`config.mk`:
```
export PLATFORM = sky130hd
export DESIGN_NAME = guess_fsm_n
export DESIGN_NICKNAME = d
export VERILOG_FILES = /design/src/rtl/guess_fsm_n.sv
export SDC_FILE = /design/constraint.sdc
export NUM_CORES = 1
export LEC_CHECK = 0
export CORE_MARGIN = 1
export CORE_UTILIZATION = 40
export DETAILED_ROUTE_END_ITERATION = 12
export PLACE_DENSITY_LB_ADDON = 0.05
export SYNTH_ARGS = -nofsm -noshare
export SYNTH_HDL_FRONTEND = slang
export SYNTH_SLANG_ARGS = --single-unit
```
`constraint.sdc`:
```
create_clock -name clk -period 2.15 [get_ports clk]
set_input_delay 0.3225 -clock clk [delete_from_list [all_inputs] [get_ports clk]]
set_output_delay 0.3225 -clock clk [all_outputs]
set_load 0.005 [all_outputs]
```
`src/rtl/guess_fsm_n.sv`:
```
// Parametrised light-chasing guessing game: a single lit position steps across an
// N-wide display and the player must press the matching button before it moves on.
module guess_fsm_n #(
    parameter int N           = 4,
    parameter int STEP_CYCLES = 1,
    parameter int LIVES       = 3,
    parameter int SCORE_W     = 4
) (
    input  logic                         clk,
    input  logic                         reset,
    input  logic                         mode,
    input  logic [N-1:0]                 b,
    output logic [N-1:0]                 y,
    output logic                         win,
    output logic                         lose,
    output logic                         game_over,
    output logic [SCORE_W-1:0]           score,
    output logic [$clog2(LIVES+1)-1:0]   lives
);

    localparam int PW = $clog2(N);
    localparam int SW = (STEP_CYCLES > 1) ? $clog2(STEP_CYCLES) : 1;
    localparam int LW = $clog2(LIVES + 1);

    localparam logic [1:0] PLAY = 2'd0;
    localparam logic [1:0] WIN  = 2'd1;
    localparam logic [1:0] LOSE = 2'd2;
    localparam logic [1:0] OVER = 2'd3;

    localparam logic [PW-1:0]      POS_LAST   = PW'(N - 1);
    localparam logic [PW-1:0]      POS_ONE    = PW'(1);
    localparam logic [SW-1:0]      STEP_LAST  = SW'(STEP_CYCLES - 1);
    localparam logic [SW-1:0]      STEP_ONE   = SW'(1);
    localparam logic [LW-1:0]      LIVES_INIT = LW'(LIVES);
    localparam logic [LW-1:0]      LIFE_ONE   = LW'(1);
    localparam logic [SCORE_W-1:0] SCORE_MAX  = '1;
    localparam logic [SCORE_W-1:0] SCORE_ONE  = SCORE_W'(1);

    logic [1:0]         state, state_nxt;
    logic [PW-1:0]      pos, pos_nxt, adv_pos;
    logic               dir_down, dir_down_nxt, adv_down;
    logic [SW-1:0]      step, step_nxt;
    logic [SCORE_W-1:0] score_q, score_nxt;
    logic [LW-1:0]      lives_q, lives_nxt;

    logic guess;
    logic correct;

    // Position the display moves to on an advance, given the sampled mode and
    // current direction. Rotate always travels upward.
    always_comb begin
        // NOTE: every combinational output gets a default first so no path
        // leaves it unassigned, which would otherwise infer a latch.
        adv_pos  = pos;
        adv_down = 1'b0;
        if (!mode) begin
            adv_pos  = (pos == POS_LAST) ? '0 : pos + POS_ONE;
            adv_down = 1'b0;
        end else if (!dir_down) begin
            if (pos == POS_LAST) begin
                adv_pos  = pos - POS_ONE;
                adv_down = 1'b1;
            end else begin
                adv_pos  = pos + POS_ONE;
                adv_down = 1'b0;
            end
        end else begin
            if (pos == '0) begin
                adv_pos  = POS_ONE;
                adv_down = 1'b0;
            end else begin
                adv_pos  = pos - POS_ONE;
                adv_down = 1'b1;
            end
        end
    end

    // Moore decode: outputs depend only on registered state and position.
    always_comb begin
        y         = '0;
        win       = 1'b0;
        lose      = 1'b0;
        game_over = 1'b0;
        case (state)
            PLAY:    y[pos] = 1'b1;
            WIN: begin
                y   = '1;
                win = 1'b1;
            end
            LOSE:    lose = 1'b1;
            default: begin
                lose      = 1'b1;
                game_over = 1'b1;
            end
        endcase
    end

    assign score   = score_q;
    assign lives   = lives_q;
    assign guess   = (b != '0);
    assign correct = (b == y);

    always_comb begin
        state_nxt    = state;
        pos_nxt      = pos;
        dir_down_nxt = dir_down;
        step_nxt     = step;
        score_nxt    = score_q;
        lives_nxt    = lives_q;
        case (state)
            PLAY: begin
                if (!guess) begin
                    if (step == STEP_LAST) begin
                        step_nxt     = '0;
                        pos_nxt      = adv_pos;
                        dir_down_nxt = adv_down;
                    end else begin
                        step_nxt = step + STEP_ONE;
                    end
                end else if (correct) begin
                    state_nxt = WIN;
                    if (score_q != SCORE_MAX) score_nxt = score_q + SCORE_ONE;
                end else begin
                    // A multi-bit press containing the lit bit still lands here.
                    lives_nxt = lives_q - LIFE_ONE;
                    state_nxt = (lives_q == LIFE_ONE) ? OVER : LOSE;
                end
            end
            WIN, LOSE: begin
                if (!guess) begin
                    state_nxt    = PLAY;
                    pos_nxt      = '0;
                    dir_down_nxt = 1'b0;
                    step_nxt     = '0;
                end
            end
            default: ;
        endcase
    end

    // NOTE: reset is sampled on the clock edge like any other input, so it
    // lives inside the clocked block rather than in its sensitivity list.
    always_ff @(posedge clk) begin
        if (!reset) begin
            state    <= PLAY;
            pos      <= '0;
            dir_down <= 1'b0;
            step     <= '0;
            score_q  <= '0;
            lives_q  <= LIVES_INIT;
        end else begin
            // NOTE: non-blocking assignments so every register samples the
            // pre-edge values, independent of statement order.
            state    <= state_nxt;
            pos      <= pos_nxt;
            dir_down <= dir_down_nxt;
            step     <= step_nxt;
            score_q  <= score_nxt;
            lives_q  <= lives_nxt;
        end
    end

endmodule
```
==> run summary, run 1 <==
The number of hold violations in the final report was 0; the DRC violation total after the first TritonRoute iteration was 25. The initial standard-cell utilization of the core is 0.425, and the post-synthesis area per instance is 8.24 um^2. The share of power burned in registers came out at 0.207.

The critical path goes through inv_4 -> ha_4 -> buf_6 -> a211oi_4 -> a221oi_2 -> a2111o_1 -> buf_6 -> or3_1 -> a21boi_1. The vertical die dimension came out at 50.5 um. Cell class contributing the biggest share of worst-path delay: compound AO/OA/AOI/OAI gates.

In this run the critical register-to-register path is launched from state[1]$_SDFFE_PN0P_. Row count: 17. Proportion of layout cells with a drive suffix above 1: 0.276. Setup repair after global routing could not meet its margin everywhere. Weighted congestion reported at the end of routability-driven placement: 0.797. The cell type contributing the most total cell area after synthesis is dfxtp_1. The tree is rooted in a clkbuf_4.

When the netlist entered floorplanning its net count stood at 133. The XOR/XNOR share of the synthesized area is 0, and the combinational fraction of design power is 0.695. The area of the core is 2210 um^2.

The run gives 16 as the largest net degree at the start of global routing. For hold timing, the worst endpoint is lives[1]$_SDFFE_PN1P_. Worst slew slack as a fraction of its limit: 0.644. The clock-pin slew of the registers on the worst-case setup and hold paths is 60 ps. The compound-gate portion of the synthesized area came out at 0.288.

The post-cts hold buffer count was 0. The cell internal power dissipation is 836 uW, and the fraction of post-synthesis cell area in the top cell type by area is 0.234. During I/O placement, the number of pins put on the boundary was 20. The total power divided by cell area was 946 nW/um^2; the final-report max-slew violation count was 0.

The worst hold path begins at lives[1]$_SDFFE_PN1P_. The portion of netlist area occupied by mux cells came out at 0.0439. The worst-case IR drop observed on VDD is 0.721 mV. For the first-pass iteration count of the detailed router, the log shows 4. Summing over every cut layer, the via total after detailed routing is 1017. The adder and majority cell fraction of the synthesized area is 0.160. Of all nets on the critical path, the largest fanout is 6.

The proportion of power drawn by the clock network is 0.098, and the total buffers and inverters traversed by the critical path is 3. For the DRC violation count after routing, the log shows 0. The wire length of the first global-routing pass is 4130 um. The tools report the fraction of the core area covered by cells at the end of the flow as 0.658. For the total of max-cap violations, the log shows 0.

After synthesis, the largest family of logic cells by area is compound AO/OA/AOI/OAI gates. At the pin with the least slew margin, the transition time is 529 ps. The die covers 2550 um^2. The total detailed-routing wirelength is 2500 um. In this run, synthesis inferred 0 flip-flops with an integrated enable.

The run gives 0 as the initial antenna violation count. The detailed-route wire length per cell works out to 13.6 um. The worst setup path is launched from a flop. Timing would allow up to 467 MHz. The simple-gate portion of the synthesized area came out at 0.220.

The number of global-route vias before repair was 983. The clock latency on the worst-skew pair was 260 ps. The layout has 186 filler cells. The run gives 0.208 as the global-route usage over all layers. The run finished with clean final reports. The worst register-to-register path has a depth of 9.

The number of instances on the worst hold path is 1, and the depth of the CTS H-tree is 1. For this run, the leading register cell type out of synthesis is dfxtp_1. The async set or reset register ratio after synthesis is 0. The cell that appears most often on the critical path is buf_6.

Synthesis handed over a netlist of 114 instances. The logs give 0 for the count of antenna diodes in the layout and 0 for the number of synthesis warnings. In this run the register-to-register setup slack is 9 ps. In this run the static leakage power is 0.000601 uW. In this run the remaining antenna-violating nets after routing total 0.

The number of vias per cell works out to 5.53. Deepest clock path buffer count: 2. The endpoint type of the worst setup path was a flop.

Counting flops and latches in the post-synthesis netlist gives 11. The quantity of I/O buffers inserted on ports works out to 19. The critical path's slowest cell was a2111o_1. After synthesis, the cell types taking the most area are dfxtp_1, ha_1, nand2b_1. The critical path is of the flop to flop type. The stage delay of the slowest cell on the critical path works out to 450 ps. The number of distinct library cells after synthesis was 40. TritonCTS built the clock tree. The tools report the minimum hold slack as 491 ps. The cell area that synthesis handed to floorplanning was 940 um^2. The tools report the total clock sinks as 11.

The run gives 0 as the total grt overflow. The area growth from synthesis to layout is 55.0%. The run gives 542 uW as the switching component of the power.

The classification of the worst-slack hold path is flop to flop. The switching part of the total power was 0.394; the placed wire-length estimate was 1760 um. Across the routed clock network, the largest skew measured is 0.604 ps. The floorplan step set the die width to 50.5 um. The logs give 0.234 for the sequential area share after synthesis and 176 for the final layout net count. In this run the critical register-to-register path is captured at score[0]$_SDFFE_PN0P_.

Data arrives at the worst endpoint at 2340 ps. The clock period could shrink to 2140 ps. Data on the critical path is required at its endpoint by 2350 ps. The final critical-path share of the clock period was 0.996. In this run, CTS created clock tree buffers numbering 3. Setup violations remaining at the end of the flow were counted as 0.
-- cell type report --
class / count / area (um^2) / share of cell area
multi-input combinational: 92 / 764 / 0.525
clock buffer: 4 / 26.3 / 0.0180
inverter: 7 / 28.8 / 0.0198
tap: 28 / 35.0 / 0.0241
timing repair buffer: 42 / 375 / 0.258
sequential: 11 / 226 / 0.155
-- synth_stat cells (2+ instances only) --
cell type / number
a221oi_1: 2
buf_2: 2
nand4_1: 2
o31ai_1: 2
nand2b_1: 8
nor2_1: 11
o311a_1: 2
nor2b_1: 2
nand3_1: 3
inv_1: 7
ha_1: 12
a21boi_1: 2
nand2_1: 6
o21bai_1: 2
a21oi_1: 4
and2_1: 4
or4_1: 2
mux2i_1: 3
dfxtp_1: 11
o21ai_0: 7
-- metrics by stage --
| stage | power (uW) | setup WS [ps] | TNS, ps | instance area, um^2 | std cells |
|---|---|---|---|---|---|
| after detailed placement | 1070 | -215 | -873 | 1280 | 175 |
| after global placement | 1060 | -159 | -620 | 1280 | 175 |
| after global routing | 1480 | -56.4 | -159 | 1460 | 184 |
| after floorplan | 724 | 9.65 | 0 | 948 | 114 |
| after CTS | 1300 | 2.01 | 0 | 1380 | 183 |
| final | 1380 | 8.88 | 0 | 1460 | 184 |
-- registers in the layout, summed over array words and instances, names as in the netlist --
signal / count
state: 2
lives: 2
dir_down: 1
score: 4
pos: 2
-- layout by cell type (no fill, tap or decap), types with 4 or more instances in the layout --
cell type	netlist	routed
dfxtp_1	11	8
inv_1	7	6
buf_4	0	20
o21ai_0	7	7
nand2b_1	8	8
ha_1	12	7
and2_1	4	4
nor2_1	11	10
nand2_1	6	6
clkdlybuf4s50_1	0	17
-- how the worst max path moves through the flow --
stage                                     start               endpoint  slack [ps]  cells after the start
after detailed placement                   b[0]  score[0]$_SDFFE_PN0P_        -220                      7
after floorplan           state[1]$_SDFFE_PN0P_  lives[1]$_SDFFE_PN1P_          10                      9
final                     state[1]$_SDFFE_PN0P_  score[0]$_SDFFE_PN0P_           9                      9
after CTS                 state[1]$_SDFFE_PN0P_  score[0]$_SDFFE_PN0P_           2                      9
after global placement                     b[0]  score[0]$_SDFFE_PN0P_        -160                      7
after global routing      state[1]$_SDFFE_PN0P_  score[0]$_SDFFE_PN0P_         -60                      9
-- layer usage --
| metal | global-route usage | share of wire | vias up |
|---|---|---|---|
| li1 | - | - | 510 |
| met1 | 0.252 | 0.45 | 483 |
| met2 | 0.362 | 0.50 | 20 |
| met3 | 0.0121 | 0.034 | 4 |
| met4 | 0.116 | 0.010 | 0 |
| met5 | 0 | 0 | - |
-- timing repair --
item | CTS | global route
gates resized for setup | 16 | 13
endpoints found under the setup margin | 10 | 10
pin swaps | 6 | 9
setup buffers | 4 | 1
cloned | 0 | 0
-- logic make-up (layout without fill, tap and decap cells) --
family / Yosys count / in the layout
muxes: 4 / 4
and+or+nand+nor: 40 / 40
adders and majority gates: 12 / 12
AOI/OAI and AO/OA: 36 / 36
buffers and inverters: 11 / 53
DFF: 11 / 11
-- worst register-to-register path: cells and delay by family, from the launching register on --
| kind | cells | cell delay, ps |
|---|---|---|
| simple gates | 1 | 300 |
| compound gates | 4 | 890 |
| flops | 1 | 350 |
| fa+ha+maj | 1 | 170 |
| buf+inv | 3 | 360 |
-- power by group through the flow --
stage / registers [uW] / clock network [uW] / logic [uW]
floorplan: 275 / 0 / 449
global placement: 273 / 0 / 790
detailed placement: 274 / 0 / 793
CTS: 284 / 145 / 866
global route: 291 / 148 / 1040
finish: 285 / 135 / 958
No activity file was read; power rests on OpenSTA's default activity.
==> run 2, diff against run 1 <==
PLACE_DENSITY_LB_ADDON = 0.2   (was 0.05)
==> run summary, run 2 (synthesis gave the netlist of run 1 again) <==
The vertical die dimension is 50.5 um (unchanged), and the maximum net fanout on the critical path is 5 (-1). The tools report the kind of start point of the critical path as a flop. Final non-filler cell total: 188 (+2.2%). The total power divided by cell area is 953 nW/um^2 (+0.70%), and the remaining number of nets flagged by the antenna check after routing is 0 (unchanged). The logs give 3 (unchanged) for the total clock buffers created by CTS and -264 ps (-48.4 ps) for the worst slack at placement. The run gives 4 (unchanged) as the first-pass iteration count of the detailed router.

The total clock sinks is 11 (unchanged), and the total of endpoints with negative setup slack in the final report is 0 (unchanged). The tools report the leakage power as 0.000648 uW (+7.9%). The tools report the achievable frequency as 467 MHz (about the same). Setup repair after global routing could not meet its margin everywhere. The clock latency on the worst-skew pair is 260 ps (about the same), and the count of cells along the worst register-to-register path is 9 (unchanged).

Leaving out fill and tap cells, the most frequent cell in the layout is buf_4. The total cell area at the placement stage is 1300 um^2 (+1.2%), and the switching part of the total power is 0.383 (-0.0103). The tools report the combinational fraction of design power as 0.703 (+0.008). DRC violation count after routing: 0 (unchanged). The logs give 0.799 (+0.30%) for the weighted congestion reported at the end of routability-driven placement and 0 (unchanged) for the final-report max-slew violation count. The placed cell count was 177 (+1.1%). The final critical-path setup slack came out at 7.30 ps (-1.59 ps). The classification of the worst-slack hold path is flop to flop.

STA classifies the critical path endpoint as a flop. The number of flip-flops in the largest register was 4 (unchanged). The die footprint is 2550 um^2 (unchanged).

The area of the core was 2210 um^2 (unchanged). The worst IR drop on VDD came out at 0.826 mV (+15%). The row count is 17 (unchanged), and the number of instances on the worst hold path is 1 (unchanged). The share of power burned in registers came out at 0.200 (-0.007). For the data arrival at the endpoint of the critical path, the log shows 2330 ps (about the same). The number of global-route vias before repair was 967 (-1.6%); the clock-pin slew of the registers on the worst-case setup and hold paths was 60 ps (about the same). The critical path class is flop to flop. In the layout the commonest cells are buf_4, clkdlybuf4s50_1, nor2_1. The final layout net count came out at 180 (+2.3%).

The depth of the CTS H-tree was 1 (unchanged). The tools report the cell internal power dissipation as 869 uW (+4.0%). Compared with the post-synthesis result, the final layout area differs by 57.4%. The wire length of the first global-routing pass is 3970 um (-4.0%). The detailed-route wire length per cell came out at 12.8 um (-5.5%). For the clock skew after layout, the log shows 1.55 ps (+0.949 ps). The flow ran to the end, and the final reports show no timing, DRC or antenna violations. For the worst slew slack as a fraction of its limit, the log shows 0.681 (+0.0371). The shortest period the worst path allows was 2140 ps (+1.59 ps); the post-layout total power was 1410 uW (+2.3%). The required time reported for the critical path endpoint was 2340 ps (about the same). The deepest clock path buffer count is 2 (unchanged), and the total of max-cap violations is 0 (unchanged).

The count of antenna diodes in the layout is 0 (unchanged). The via total after detailed routing is 998 (-1.9%). The library cell used as clock root buffer was clkbuf_4. The initial antenna violation count was 0 (unchanged). The number of inserted filler cells in the final layout was 195 (+4.8%); the I/O pin total was 20 (unchanged).

The DRC violation total after the first TritonRoute iteration was 21 (-16%); the fraction of the core area covered by cells at the end of the flow was 0.669 (+0.0102). The actual slew at the worst max-slew pin was 477 ps (-52.2 ps); the initial standard-cell utilization of the core was 0.425 (unchanged). The run gives 2420 um (-3.4%) as the total detailed-routing wirelength. For the global-route usage over all layers, the log shows 0.204 (-0.00416).

The proportion of power drawn by the clock network was 0.096 (-0.002); the switching component of the power was 540 uW (-0.43%). The number of vias per cell came out at 5.31 (-4.0%). The largest net degree at the start of global routing came out at 16 (unchanged).

The quantity of I/O buffers inserted on ports is 19 (unchanged). TritonCTS built the clock tree. The total grt overflow was 0 (unchanged); the proportion of layout cells with a drive suffix above 1 was 0.288 (+0.0119). The final critical-path share of the clock period is 0.997 (about the same), and the placed wire-length estimate is 1730 um (-1.3%).

Die outline width: 50.5 um (unchanged). The area of all placed cells without fillers was 1480 um^2 (+1.5%). The number of hold violations in the final report was 0 (unchanged).
## run 2: final timing paths
| kind | from | endpoint | slack [ps] |
|---|---|---|---|
| max | state[0]$_SDFFE_PN0P_ | score[0]$_SDFFE_PN0P_ | 7 |
| min | lives[1]$_SDFFE_PN1P_ | lives[1]$_SDFFE_PN1P_ | 500 |
| max reg2reg | state[0]$_SDFFE_PN0P_ | score[0]$_SDFFE_PN0P_ | 7 |
| min reg2reg | lives[1]$_SDFFE_PN1P_ | lives[1]$_SDFFE_PN1P_ | 500 |
## run 2: cell type report
class	count	area, um^2	share of cell area
well taps	28	35.0	0.0237
clock buffers	4	26.3	0.0178
inverters	7	28.8	0.0195
repair buffers	46	415	0.281
multi-input cells	92	747	0.505
flip-flops and latches	11	226	0.153
## run 2: stage by stage
step                      setup TNS [ps]  hold slack, ps
after floorplan                        0             450
after detailed placement            -954             477
final                                  0             503
after global routing                -273             542
after global placement              -558             479
after CTS                        -0.0494             504
## run 2: critical path, cell delays in order (launching register included)
cell and delay (ps):
dfxtp_4 360, buf_6 110, ha_4 170, buf_6 130, nor2_2 120, o21ai_0 100
a2111o_1 490, buf_6 150, or3_1 300, a21boi_1 140
## run 2: power groups by stage
stage / combinational (uW) / clock (uW) / sequential [uW]
after floorplan: 449 / 0 / 275
after detailed placement: 807 / 0 / 274
after CTS: 898 / 143 / 273
final: 991 / 136 / 282
after global placement: 797 / 0 / 273
after global routing: 1080 / 151 / 287
## run 2: timing repair
item                                    4_1_cts  5_1_grt
gates resized for setup                      11       19
endpoints found under the hold margin         0        0
hold buffers                                  0        0
endpoints found under the setup margin        9       10
pin swaps                                     2       10
setup buffers                                 4        3
## run 2: layer usage
metal	vias up	track usage	wire (um)
met2	20	0.362	1160
met3	2	0.0182	74
met4	0	0.102	9
li1	517	-	-
met1	459	0.242	1170
met5	-	0	0
==> run 3, diff against run 2 <==
==> constraint.sdc (replaced) <==
create_clock -name clk -period 2.15 [get_ports clk]
set_input_delay 0.215 -clock clk [delete_from_list [all_inputs] [get_ports clk]]
set_output_delay 0.215 -clock clk [all_outputs]
set_load 0.005 [all_outputs]
==> run summary, run 3 (synthesis gave the netlist of run 1 again) <==
The total of max-cap violations was 0 (unchanged). The tools report the kind of start point of the critical path as a flop. The row count was 17 (unchanged); the number of global-route vias before repair was 966 (-0.10%). The tools report the total detailed-routing wirelength as 2430 um (+0.70%).

The die outline width was 50.5 um (unchanged). The run gives 2350 ps (about the same) as the required time reported for the critical path endpoint. The run gives 0.690 (+0.00855) as the worst slew slack as a fraction of its limit. In the layout the commonest cells are buf_4, clkdlybuf4s50_1, nor2_1. First-pass iteration count of the detailed router: 4 (unchanged). Area of the core: 2210 um^2 (unchanged). The tools report the endpoint type of the worst setup path as a flop. The count of antenna diodes in the layout was 0 (unchanged).

For the final-report max-slew violation count, the log shows 0 (unchanged). Traced cell by cell, the critical path runs through inv_4 -> ha_4 -> buf_6 -> o21bai_1 -> a221oi_2 -> a2111o_1 -> buf_6 -> or3_4 -> a21boi_2. Clock-pin slew of the registers on the worst-case setup and hold paths: 70 ps (about the same). The run gives 0.202 (-0.00227) as the global-route usage over all layers.

The quantity of I/O buffers inserted on ports works out to 19 (unchanged). Total power divided by cell area: 953 nW/um^2 (about the same). The maximum net fanout on the critical path is 8 (+3).

For the clock skew after layout, the log shows 4.58 ps (+3.03 ps). The flow ran to the end, and the final reports show no timing, DRC or antenna violations. The area added between synthesis and finish came out at 51.8%.

The logs give 0.900 (+13%) for the weighted congestion reported at the end of routability-driven placement and 467 MHz (about the same) for the achievable frequency. The number of flip-flops in the largest register works out to 4 (unchanged). The critical path in this run is classified as flop to flop. TritonCTS built the clock tree. The worst IR drop on VDD was 0.926 mV (+12%). The tools report the largest net degree at the start of global routing as 16 (unchanged). The run gives 0.000592 uW (-8.6%) as the leakage power.

The DRC violation count after routing was 0 (unchanged); the placed wire-length estimate was 1770 um (+2.2%). The final non-filler cell total was 182 (-3.2%). The total clock sinks was 11 (unchanged). For the placed cell count, the log shows 175 (-1.1%). Number of vias per cell: 5.42 (+2.2%). The total of endpoints with negative setup slack in the final report was 0 (unchanged); the number of inserted filler cells in the final layout was 204 (+4.6%). The logs give 987 (-1.1%) for the via total after detailed routing and 2350 ps (+20 ps) for the data arrival at the endpoint of the critical path.

The minimum hold slack is 495 ps (-7.59 ps). The detailed-route wire length per cell is 13.4 um (+4.0%), and the number of hold violations in the final report is 0 (unchanged). The final layout net count is 174 (-3.3%), and the I/O pin total is 20 (unchanged). The stage delay of the slowest cell on the critical path was 430 ps (-60 ps).

Vertical die dimension: 50.5 um (unchanged). Total grt overflow: 0 (unchanged). The commonest non-fill, non-tap cell in the layout was buf_4. Setup repair after global routing could not meet its margin everywhere. The actual slew at the worst max-slew pin was 464 ps (-12.8 ps); the remaining number of nets flagged by the antenna check after routing was 0 (unchanged). The library cell used as clock root buffer is clkbuf_4. Proportion of layout cells with a drive suffix above 1: 0.286 (-0.00179). Deepest clock path buffer count: 2 (unchanged). Fraction of the core area covered by cells at the end of the flow: 0.645 (-0.0238). The most common cell type on the critical path is buf_6. On the critical path, the stage with the largest delay is an instance of a2111o_1. Initial standard-cell utilization of the core: 0.425 (unchanged). The wire length of the first global-routing pass was 3970 um (unchanged). The logs give 1 (unchanged) for the depth of the CTS H-tree and 2550 um^2 (unchanged) for the die footprint.

The clock latency on the worst-skew pair was 270 ps (about the same); the final critical-path share of the clock period was 0.997 (about the same). For the total clock buffers created by CTS, the log shows 3 (unchanged). The tightest min-delay check is of the flop to flop type.

The initial antenna violation count is 0 (unchanged). DRC violation total after the first TritonRoute iteration: 11 (-48%). The shortest period the worst path allows was 2140 ps (-0.128 ps).
-- run 3: path summary, 6_finish.rpt --
kind	from	to	slack, ps	cells past startpoint
max	state[1]$_SDFFE_PN0P_	score[0]$_SDFFE_PN0P_	7	9
min	lives[1]$_SDFFE_PN1P_	lives[1]$_SDFFE_PN1P_	490	1
max reg2reg	state[1]$_SDFFE_PN0P_	score[0]$_SDFFE_PN0P_	7	9
min reg2reg	lives[1]$_SDFFE_PN1P_	lives[1]$_SDFFE_PN1P_	490	1
-- run 3: power breakdown --
| group | switching [uW] | internal, uW |
|---|---|---|
| clock network | 68.9 | 71.9 |
| logic | 429 | 505 |
| registers | 39.3 | 245 |
-- run 3: area by class of cell --
type	count	area [um^2]	share of cell area
sequential	11	230	0.161
tap	28	35.0	0.0246
timing repair buffer	40	358	0.251
inverter	7	28.8	0.0202
clock buffer	4	26.3	0.0184
multi-input combinational	92	748	0.525
-- run 3: metrics by stage --
step,instance area [um^2],power [uW],TNS [ps],setup slack (ps)
finish,1430,1360,0,7.43
floorplan,948,724,0,9.65
global route,1430,1460,-193,-73.3
CTS,1370,1310,0,3.07
global placement,1280,1060,-67.9,-28.7
detailed placement,1280,1080,-200,-84.7
-- run 3: per-layer routing --
metal	GRT usage	part of all wire
met1	0.230	0.45
met2	0.364	0.52
met3	0.0182	0.030
met4	0.111	0.0037
met5	0	0
-- run 3: repair_timing --
item	CTS	global route
pin swaps	2	7
resized for setup	12	15
buffers inserted	1	2
endpoints found under the setup margin	7	6
hold endpoints to repair	0	0
hold buffers	0	0
-- run 3: worst max-delay path, delay by kind of cell, from the launching register on --
kind	cells	cell delay (ps)
compound gates	4	820
buf+inv	3	350
flops	1	350
fa+ha+maj	1	200
simple gates	1	360
